[src/rtl/load_store_unit.sv]
// Load/store unit: initiator side of the CPU data-memory interface.
// Takes one request at a time and performs read-modify-write for sub-word stores.
// Sub-word loads are extracted from the memory word and sign- or zero-extended.
module load_store_unit (
    input  logic        i_clk,
    input  logic        i_rst_n,
    input  logic        i_req_valid,
    output logic        o_req_ready,
    input  logic        i_req_write,
    input  logic [1:0]  i_req_size,
    input  logic        i_req_signed,
    input  logic [31:0] i_req_addr,
    input  logic [31:0] i_req_wdata,
    output logic        o_resp_valid,
    input  logic        i_resp_ready,
    output logic [31:0] o_resp_rdata,
    output logic        o_resp_err,
    output logic [31:0] o_mem_a,
    output logic [31:0] o_mem_wd,
    output logic        o_mem_we,
    input  logic [31:0] i_mem_rd
);

    typedef enum logic [1:0] {StIdle, StRead, StWrite, StResp} state_e;

    state_e      r_state;
    state_e      w_state_d;

    logic [31:0] r_addr;
    logic [1:0]  r_size;
    logic        r_write;
    logic        r_signed;
    logic [31:0] r_wdata;
    logic [31:0] r_rbuf;
    logic [31:0] r_rdata;
    logic        r_err;

    logic        w_req_err;
    logic [7:0]  w_byte;
    logic [15:0] w_half;
    logic [31:0] w_load;
    logic [31:0] w_merged;

    // Misaligned or illegal-size request, judged on the incoming request.
    always_comb begin
        w_req_err = 1'b0;
        case (i_req_size)
            2'b01:   w_req_err = i_req_addr[0];
            2'b10:   w_req_err = (i_req_addr[1:0] != 2'b00);
            2'b11:   w_req_err = 1'b1;
            default: w_req_err = 1'b0;
        endcase
    end

    // Next-state logic.
    always_comb begin
        w_state_d = r_state;
        case (r_state)
            StIdle: begin
                if (i_req_valid) begin
                    if (w_req_err) begin
                        w_state_d = StResp;
                    end else if (i_req_write && (i_req_size == 2'b10)) begin
                        w_state_d = StWrite;
                    end else begin
                        w_state_d = StRead;
                    end
                end
            end
            StRead:  w_state_d = r_write ? StWrite : StResp;
            StWrite: w_state_d = StResp;
            StResp:  if (i_resp_ready) w_state_d = StIdle;
            default: w_state_d = StIdle;
        endcase
    end

    // Load extraction works on the live read word so the result can be registered in READ.
    always_comb begin
        w_byte = i_mem_rd[{r_addr[1:0], 3'b000} +: 8];
        w_half = i_mem_rd[{r_addr[1], 4'b0000} +: 16];
        case (r_size)
            2'b00:   w_load = {{24{r_signed & w_byte[7]}}, w_byte};
            2'b01:   w_load = {{16{r_signed & w_half[15]}}, w_half};
            default: w_load = i_mem_rd;
        endcase
    end

    // Store merge: replace the addressed lane of the buffered read word.
    always_comb begin
        w_merged = r_rbuf;
        case (r_size)
            2'b00:   w_merged[{r_addr[1:0], 3'b000} +: 8] = r_wdata[7:0];
            2'b01:   w_merged[{r_addr[1], 4'b0000} +: 16] = r_wdata[15:0];
            default: w_merged = r_wdata;
        endcase
    end

    // State register and request/response datapath registers.
    always_ff @(posedge i_clk or negedge i_rst_n) begin
        if (!i_rst_n) begin
            r_state  <= StIdle;
            r_addr   <= '0;
            r_size   <= '0;
            r_write  <= 1'b0;
            r_signed <= 1'b0;
            r_wdata  <= '0;
            r_rbuf   <= '0;
            r_rdata  <= '0;
            r_err    <= 1'b0;
        end else begin
            r_state <= w_state_d;
            if ((r_state == StIdle) && i_req_valid) begin
                r_addr   <= i_req_addr;
                r_size   <= i_req_size;
                r_write  <= i_req_write;
                r_signed <= i_req_signed;
                r_wdata  <= i_req_wdata;
                r_err    <= w_req_err;
                r_rdata  <= '0;
            end
            if (r_state == StRead) begin
                r_rbuf <= i_mem_rd;
                if (!r_write) r_rdata <= w_load;
            end
        end
    end

    // Outputs decoded from state; mem_we falls as soon as reset clears the state.
    always_comb begin
        o_req_ready  = (r_state == StIdle);
        o_resp_valid = (r_state == StResp);
        o_mem_we     = (r_state == StWrite);
        o_mem_wd     = (r_state == StWrite) ? w_merged : 32'h0;
        o_mem_a      = {2'b00, r_addr[31:2]};
        o_resp_rdata = r_rdata;
        o_resp_err   = r_err;
    end

endmodule

[config.mk]
export PLATFORM = sky130hd
export DESIGN_NAME = load_store_unit
export DESIGN_NICKNAME = d
export VERILOG_FILES = /design/src/rtl/load_store_unit.sv
export SDC_FILE = /design/constraint.sdc
export NUM_CORES = 1
export LEC_CHECK = 0
export ABC_AREA = 1
export BUFFER_PORTS_ARGS = -buffer_cell sky130_fd_sc_hd__buf_2
export CORE_MARGIN = 2
export CORE_UTILIZATION = 30
export CTS_BUF_LIST = sky130_fd_sc_hd__clkbuf_8 sky130_fd_sc_hd__clkbuf_16
export DETAILED_ROUTE_END_ITERATION = 16
export SKIP_CTS_REPAIR_TIMING = 1
export SLEW_MARGIN = 30
export SYNTH_ARGS = -nofsm -noshare
export SYNTH_HDL_FRONTEND = slang
export SYNTH_SLANG_ARGS = --single-unit
[constraint.sdc]
create_clock -name i_clk -period 4 [get_ports i_clk]
set_input_delay 0.2 -clock i_clk [delete_from_list [all_inputs] [get_ports i_clk]]
set_output_delay 0.2 -clock i_clk [all_outputs]
set_load 0.01 [all_outputs]
# Yosys cells after proc, flatten, opt, wreduce, memory -nomap -nowiden
# Index checks and enable logic that the tools add are counted.
# totals
mem_bits_rw,0
register_bits,135
rom_bits,0
mem_count,0
output_inout_bits,100
latch_bits,0
# classes
muxes,15
shifts,6
n_addsub,2
n_mul,0
eq_ne,9
n_reduce_logical,6
div,0
bitwise_logic,2
order_cmp,0
# op_table
op,n
32-bit two-way mux,4
32-bit case mux with 2 select lines,2
32-bit bitwise mux,2
"16-bit by 7-bit variable shift with 32-bit output, first input constant",1
"8-bit by 7-bit variable shift with 32-bit output, first input constant",1
16-bit by 7-bit indexed part select with 32-bit output,1
32-bit by 6-bit indexed part select with 16-bit output,1
32-bit by 6-bit indexed part select with 8-bit output,1
8-bit by 7-bit indexed part select with 32-bit output,1
5-bit negator with 7-bit output,2
"2-bit == test, second input constant",4
2-bit two-way mux,4
2-bit case mux with 4 select lines,1
"2-bit by 1-bit == test with 1-bit output, second input constant",3
2-bit zero test,2
1-bit case mux with 3 select lines,1
1-bit AND,2
1-bit logical AND,2
"2-bit by 1-bit inequality test with 1-bit output, second input constant",1
"2-bit inequality test, second input constant",1
2-bit AND reduction,1
2-bit nonzero test,1
1-bit two-way mux,1

# Depth between registers and ports, before layout
# Gate-level depths: netlist of the first run.
# depth
depth_word,6
depth_mapped,10
ltp_nobuf,9

# Worst setup path before layout of the first run
# OpenSTA, ideal clock, no wires.
# synth_timing
path_type,flip-flop to output port
from,register r_addr[1]
to,output port o_mem_wd[11]
slack_ps,1969
required_time_ps,3800
stages_incl_launch_ff,10
path_buffers,1
arrival_time_ps,1831
path_cell_list,dfrtp_1 inv_1 buf_2 ha_1 inv_1 nor2_2 nand2_1 o22ai_1 nand2_1 a21oi_1
# synth_via
elab_chain_len,5
# synth_rtl
element,line,rtl
from (decl),29,logic [31:0] r_addr;
from (signal assigned),113,r_addr <= i_req_addr;
5-bit negator with 7-bit output (on tied branches),"93, 92",
"16-bit by 7-bit indexed part select with 32-bit output, or another cell as far along",93,"2'b01: w_merged[{r_addr[1], 4'b0000} +: 16] = r_wdata[15:0];"
32-bit bitwise mux (on tied branches),"93, 92",
32-bit case mux with 2 select lines (*),91,case (r_size)
32-bit two-way mux (*),133,o_mem_wd = (r_state == StWrite) ? w_merged : 32'h0;
to (decl),19,"output logic [31:0] o_mem_wd,"
# Mark *: on every way between the ends. The rest lies on a longest branch, timed or not.

# Worst setup path after layout of the first run
# layout_timing
from,register r_addr[1]
to,output port o_mem_wd[7]
# The elaborated chain is that of the path after synthesis.

==> results of run 1 <==
## cell families after synthesis
group / count (synthesis)
multiplexers: 58
AND/OR/NAND/NOR: 330
buffers and inverters: 165
flip-flops: 135
adder cells (fa/ha/maj): 9
AO/OA/AOI/OAI: 211
other: 1
## cell usage in the layout, fill, tap and decap left out, types with 8 or more instances in the layout
master	synthesis	routed
a21oi_1	92	92
a21oi_2	10	10
a22oi_1	12	12
buf_2	10	200
clkbuf_16	0	17
dfrtp_1	135	134
dlygate4sd3_1	0	21
ha_1	9	8
inv_1	74	76
inv_2	8	8
mux2_2	58	58
nand2_1	245	244
nand3_1	37	37
nand4_1	8	8
nor2_1	31	31
o21ai_0	76	76
o22ai_1	17	17
## registers in the layout, summed over array words and instances (netlist names)
name	flops
r_addr	32
r_signed	1
r_rbuf	32
r_size	2
o_resp_err	1
o_resp_rdata	32
r_state	2
r_write	1
r_wdata	32
## cells in the mapped netlist (9+ instances only)
cell type  instances  area, µm²
a21oi_1           92      460.4
a21oi_2           10      87.58
a22oi_1           12      90.09
buf_2             10      50.05
buf_4             32      240.2
clkbuf_1          32      120.1
dfrtp_1          135       3378
ha_1               9      112.6
inv_1             74      277.8
mux2_2            58      653.1
nand2_1          245      919.6
nand3_1           37      185.2
nor2_1            31      116.4
o21ai_0           76      380.4
o22ai_1           17      106.4
## metrics by stage
| stage | total power, mW | cell area [µm²] | worst slack, ns | cells |
|---|---|---|---|---|
| floorplan | 5.227 | 7396 | 1.969 | 910 |
| global placement | 6.213 | 8422 | 1.330 | 1359 |
| detailed placement | 6.288 | 8431 | 1.246 | 1359 |
| CTS | 7.854 | 8996 | 0.8175 | 1390 |
| global route | 8.475 | 9218 | 0.5289 | 1415 |
| finish | 7.813 | 9218 | 0.8023 | 1415 |
## path summary, 6_finish.rpt
kind	cells past startpoint	startpoint	endpoint
min in group asynchronous	2	i_rst_n	o_resp_rdata[26]
worst min register to register	1	r_addr[2]	r_addr[2]
max in group asynchronous	3	i_rst_n	r_addr[1]
worst max register to register	7	r_state[1]	o_resp_rdata[24]
worst min-delay path	2	i_req_addr[19]	r_addr[19]
worst max-delay path	7	r_addr[1]	o_mem_wd[7]
## critical path, cell delays in order (launching register included)
cell and delay (ns):
dfrtp_1 0.37, inv_1 0.33, ha_1 0.23, clkinv_1 0.34
nor4_2 0.72, nand2_1 0.12, a21oi_1 0.27, buf_2 0.19
## power by group through the flow
stage	clock network, mW	logic, mW	registers (mW)
6_report	1.54	3.78	2.50
5_1_grt	1.64	4.25	2.58
4_1_cts	1.57	3.78	2.50
3_5_place_dp	0	3.77	2.52
3_3_place_gp	0	3.71	2.50
2_1_floorplan	0	2.81	2.42
## final cells by class
class	count	area, µm²	share of cell area
sequential	135	3379	0.3666
multi-input combinational	610	3277	0.3555
timing repair buffer	228	1267	0.1375
clock buffer	19	452.9	0.04914
tap	324	405.4	0.04398
inverter	83	312.8	0.03394
clock inverter	12	112.6	0.01222
antenna	4	10.01	0.001086
## layer usage
metal	track usage	part of all wire	vias up	wire length (µm)
li1	-	-	3288	-
met5	0	0.00030	-	7
met1	0.2417	0.45	3198	10570
met2	0.2837	0.46	267	10860
met3	0.05162	0.074	26	1728
met4	0.05276	0.013	2	305
==> impl_metrics.ini, run 1 <==
[setup_path]
cp_data_arrival_time_ns = 3.00
crit_type = reg -> out
cp_max_fo = 17
end_kind = primary output
crit_required_ns = 3.80
rrSetupSlack_ns = 1.56
cp-start-kind = flop

[pwr]
power_frac_seq = 0.320
combPwrFrac = 0.483
ir_drop_mv = 0.5938
p_per_area_mw_per_mm2 = 847.6
internal-power_mw = 4.389
p_sw_frac = 0.4383
leakage_nw = 4.667
clockPowerShare = 0.197
switching_power_mw = 3.424

[place]
dp_hpwl_um = 17010
io_buffers = 201
gp_congestion = 0.8792

[logic_synthesis]
synth_mux_area_frac = 0.08835
synth_top_family_by_area = simple AND/OR/NAND/NOR gates
yosys.area_share.simple = 0.1809
synth_edf_count = 0
yosysSeqAreaShare = 0.4570
synthCells = 909
synth_fa_ha_area_frac = 0.01523
synth-main-ff-cell = dfrtp_1
syn_avg_cell_area_um2 = 8.132
yosysWarnings = 0
syn_area_mm2 = 0.007392
synth_compound_area_frac = 0.1552
synthXorXnorAreaFrac = 0
async_flop_share = 1.000
synth-seq-cells = 135
synthDistinctLibCells = 28

[sta]
post-route-min-period_ns = 3.198
timing.final.max_slew_violations = 0
fmax_ghz = 0.3127
worst_pin_slew_ns = 0.8105
timing.slew.headroom = 0.4596
fin_crit_sh = 0.7994
hold_ws_ns = 0.001792
hold_viol_final = 0
setup_viol = 0
clock_skew_ns = 0.01028
tns_ns = 0
rsz0062_at_grt = no

[detailed_routing]
wl_um = 23480
drtIter0Drc = 534
drcViolationCount = 0
firstDrtPassIters = 5
final_antenna_net_count = 0
via_per_inst = 4.792
vias = 6781
wl_per_cell_um = 16.59

[floorplanning]
die_area_mm2 = 0.02591
fp-row-count = 57
die_y_um = 161.0
die_w_um = 161.0
core_area_mm2 = 0.02425
ios = 204
initial_core_util = 0.3049

[cts]
cts_tree = built
clk_latency_ns = 0.43
clock-root-buffer = clkbuf_16
cts_buffer_depth = 2
cts_sinks = 135
clkTransAtPathRegs_ns = 0.06
h-tree-depth = 4
numCtsBuffers = 17

[hold_path]
hold_path.class = in -> reg

[global_route]
grt_pass1_wl_um = 36040
grt-ovfl-total = 0
antenna_found_initial = 5
grt_max_degree = 90
grt_pass1_vias = 6456
grtUsageTotal = 0.1801

[job]
maxCapViolations = 0

[status]
status = complete, no violations

[finish]
syn_to_final_growth_pct = 24.70
drive_gt1_frac = 0.2971
post-route-util = 0.3801
layout.nets = 1188
num-fill-cells = 2576
(Power assumes the default switching activity.)
==> run 2: changes to the inputs <==
clock period = 2.71 ns   (was 4 ns; I/O delays follow)
==> impl_metrics.ini, run 2 (same netlist as run 1, synthesis figures left out) <==
[status]
status = complete, but fails checks
violations = negative hold slack

[setup_path]
end_kind = primary output
cp_data_arrival_time_ns = 2.35
crit_type = reg -> out
crit_required_ns = 2.57
slowest_stage = dfrtp_1
cp-start-kind = flop
cp_max_fo = 9
max_stage_delay_ns = 0.36
crit_chain = inv_2, ha_1, inv_1, nor2_2, nand2_2, o22ai_1, nand2_1, a21oi_1, buf_2

[finish]
multi_input_area_mm2 = 0.003273
num-fill-cells = 2499
layout_commonest_cell = nand2_1
drive_gt1_frac = 0.2947
fin_cells = 1484
syn_to_final_growth_pct = 34.39
layout_common_cells = 243 x nand2_1, 200 x buf_2, 134 x dfrtp_1
seqCellArea_mm2 = 0.003379
layout.nets = 1257

[detailed_routing]
via_per_inst = 4.811
vias = 7139
wl_per_cell_um = 16.54
firstDrtPassIters = 5
wl_um = 24540
drtIter0Drc = 568
drcViolationCount = 0
final_antenna_net_count = 0

[cts]
clkTransAtPathRegs_ns = 0.06
cts_sinks = 135
clk_latency_ns = 0.42
cts_buffer_depth = 2
numCtsBuffers = 17
cts_tree = built
clock-root-buffer = clkbuf_16
h-tree-depth = 4

[floorplanning]
fp-row-count = 57
die_y_um = 161.0
ios = 204
core_area_mm2 = 0.02425
die_w_um = 161.0
die_area_mm2 = 0.02591
initial_core_util = 0.3049

[pwr]
p_per_area_mw_per_mm2 = 1192
leakage_nw = 4.969
ir_drop_mv = 0.5961
p_total_mw = 11.84

[sta]
setup_viol = 0
rsz0062_at_grt = no
hold_viol_final = 6
fin_crit_sh = 0.9156
worst_pin_slew_ns = 0.9324
tns_ns = 0
clock_skew_ns = 0.007028
timing.slew.headroom = 0.3777
timing.final.max_slew_violations = 0
fmax_ghz = 0.4030
post-route-min-period_ns = 2.481
hold_ws_ns = -0.006832

[global_route]
grt_pass1_wl_um = 37070
antenna_found_initial = 5
grtUsageTotal = 0.1847
grt-ovfl-total = 0
grt_max_degree = 65
grt_pass1_vias = 6663

[place]
dp_hpwl_um = 17760
gp_congestion = 0.8876
io_buffers = 201
dp_cells = 1372

[job]
maxCapViolations = 0

[hold_path]
hold_path.class = in -> reg
run 2: cell count changes in the layout (fill, tap and decap cells not counted), sizes merged:
cell / change
dlygate4sd3: +56
buf: +13
clkinvlp: +4
clkbuf: -1
clkinv: -1
diode: -1
inv: -1
run 2: path summary, 6_finish.rpt:
check	startpoint	slack, ns	endpoint	cells past startpoint
worst min-delay path	i_mem_rd[26]	-0.007	r_rbuf[26]	3
worst max-delay path	r_addr[0]	0.23	o_mem_wd[14]	9
worst max register to register	r_size[1]	0.76	o_resp_rdata[31]	7
max in group asynchronous	i_rst_n	1.64	r_wdata[15]	3
worst min register to register	o_resp_err	0.50	o_resp_err	2
min in group asynchronous	i_rst_n	0.28	o_resp_rdata[28]	2
run 2: cell type report:
type / instances / share of cell area
repair buffers: 297 / 0.1980
diodes: 3 / 0.0007557
multi-input cells: 610 / 0.3295
clock inverters: 14 / 0.01524
inverters: 83 / 0.03136
clock buffers: 18 / 0.04421
well taps: 324 / 0.04081
flip-flops and latches: 135 / 0.3402
run 2: metal layers:
| layer | vias to the layer above | GRT usage | routed length (µm) |
|---|---|---|---|
| met5 | - | 0 | 26 |
| met4 | 4 | 0.05844 | 399 |
| met3 | 36 | 0.06754 | 2188 |
| met2 | 290 | 0.2901 | 11430 |
| met1 | 3378 | 0.2377 | 10500 |
| li1 | 3431 | - | - |
run 2: report_power, final:
part	total, mW	switching, mW	internal (mW)
combinational	5.89	3.63	2.26
clock	2.34	0.953	1.38
sequential	3.62	0.605	3.01
run 2: stage by stage:
step	worst slack, ns	cell area (µm²)	util
floorplan	0.7440	7396	-
detailed placement	0.5028	8557	0.3529
global route	0.05563	9935	0.4097
CTS	0.04329	9148	0.3772
global placement	0.5439	8557	0.3529
finish	0.2287	9935	0.4097
run 2: critical path, delay by kind of cell (launching register included):
kind,cells,cell delay (ns)
and+or+nand+nor,3,0.58
DFF,1,0.36
AOI/OAI and AO/OA,2,0.35
buffers and inverters,3,0.31
adders and majority gates,1,0.31
==> run 3: changes to the inputs <==
clock period = 3.07 ns   (was 2.71 ns; I/O delays follow)
==> impl_metrics.ini, run 3 (same netlist as run 1, synthesis figures left out) <==
[cts]
clkTransAtPathRegs_ns = 0.07
cts_tree = built
clk_latency_ns = 0.42
cts_sinks = 135
cts_buffer_depth = 2
h-tree-depth = 4
clock-root-buffer = clkbuf_16
numCtsBuffers = 17

[sta]
timing.final.max_slew_violations = 0
tns_ns = 0
worst_pin_slew_ns = 0.8034
hold_ws_ns = -0.005343
fin_crit_sh = 0.9321
fmax_ghz = 0.3495
setup_viol = 0
post-route-min-period_ns = 2.862
hold_viol_final = 3
clock_skew_ns = 0.01024
rsz0062_at_grt = no
timing.slew.headroom = 0.4644

[floorplanning]
die_w_um = 161.0
fp-row-count = 57
die_y_um = 161.0
initial_core_util = 0.3049
die_area_mm2 = 0.02591
ios = 204
core_area_mm2 = 0.02425

[pwr]
p_per_area_mw_per_mm2 = 1063
p_total_mw = 10.35
ir_drop_mv = 0.4747
leakage_nw = 4.871

[setup_path]
cp-start-kind = flop
crit_required_ns = 2.92
cp_data_arrival_time_ns = 2.71
crit_start = r_addr[0]
rrSetupSlack_ns = 0.63
regToRegStartpoint = r_state[1]
cp_max_fo = 16
crit_type = reg -> out
end_kind = primary output

[place]
dp_cells = 1364
dpl-instance-area_mm2 = 0.008497
gp_congestion = 0.8657
io_buffers = 201
dp_hpwl_um = 17340

[hold_path]
hp-start = i_mem_rd[25]
hold_path.class = in -> reg

[finish]
layout_common_cells = 244 x nand2_1, 200 x buf_2, 132 x dfrtp_1
syn_to_final_growth_pct = 31.70
num-fill-cells = 2519
fin_cells = 1463
design_area_mm2 = 0.009736
layout.nets = 1237
multi_input_area_mm2 = 0.003268
drive_gt1_frac = 0.2929
seqCellArea_mm2 = 0.003382
layout_commonest_cell = nand2_1

[global_route]
grtUsageTotal = 0.1841
grt_pass1_wl_um = 37030
antenna_found_initial = 4
grt-ovfl-total = 0
grt_max_degree = 70
grt_pass1_vias = 6534

[detailed_routing]
wl_um = 24390
vias = 7003
firstDrtPassIters = 5
via_per_inst = 4.787
wl_per_cell_um = 16.67
drtIter0Drc = 525
final_antenna_net_count = 0
drcViolationCount = 0

[status]
status = complete, but fails checks
violations = negative hold slack

[job]
maxCapViolations = 0
[run 3: cell count changes in the layout (fill, tap and decap cells not counted), moves of 2 or more]
cell           delta
dfrtp_2           +2
clkinv_4          -3
inv_6             +2
buf_4             -7
dfrtp_1           -2
dlygate4sd3_1    -12
[run 3: stage by stage]
| step | utilization | hold WS (ns) | worst slack (ns) |
|---|---|---|---|
| global route | 0.4014 | 0.007030 | 0.1041 |
| CTS | 0.3743 | -0.2231 | 0.09045 |
| finish | 0.4015 | -0.005343 | 0.2085 |
| global placement | 0.3504 | 0.2268 | 0.5712 |
| floorplan | - | -0.1421 | 1.086 |
| detailed placement | 0.3504 | 0.2346 | 0.5513 |
[run 3: where the power goes]
part | internal [mW] | total (mW) | switching [mW]
combinational | 1.93 | 5.01 | 3.08
clock | 1.20 | 2.05 | 0.849
sequential | 2.66 | 3.29 | 0.633
total | 5.79 | 10.4 | 4.56
[run 3: final timing paths]
kind / to / depth (start not counted)
min: r_rbuf[25] / 3
max in group asynchronous: r_addr[0] / 3
max: o_mem_wd[14] / 9
min in group asynchronous: o_resp_rdata[28] / 2
min reg2reg: o_resp_err / 2
max reg2reg: o_resp_rdata[25] / 7
[run 3: cell type report]
class | count | share of cell area
flip-flops and latches | 135 | 0.3474
inverters | 83 | 0.03213
clock buffers | 17 | 0.04370
multi-input cells | 610 | 0.3357
well taps | 324 | 0.04164
diodes | 2 | 0.0005141
repair buffers | 277 | 0.1831
clock inverters | 15 | 0.01581
[run 3: critical path: stages (launching register included)]
cell and delay, ns:
dfrtp_2 0.53, inv_2 0.12, ha_1 0.33, inv_1 0.07, nor2_2 0.28, nand2_1 0.29, o22ai_1 0.19, nand2_1 0.07
a21oi_1 0.23, buf_2 0.18
[run 3: layer usage]
metal  wire length (µm)  vias up  GRT usage
met5                 21        -          0
met4                368        4    0.04870
met3               1776       27    0.06163
met2              11160      247     0.2872
met1              11070     3343     0.2458
li1                   -     3382          -
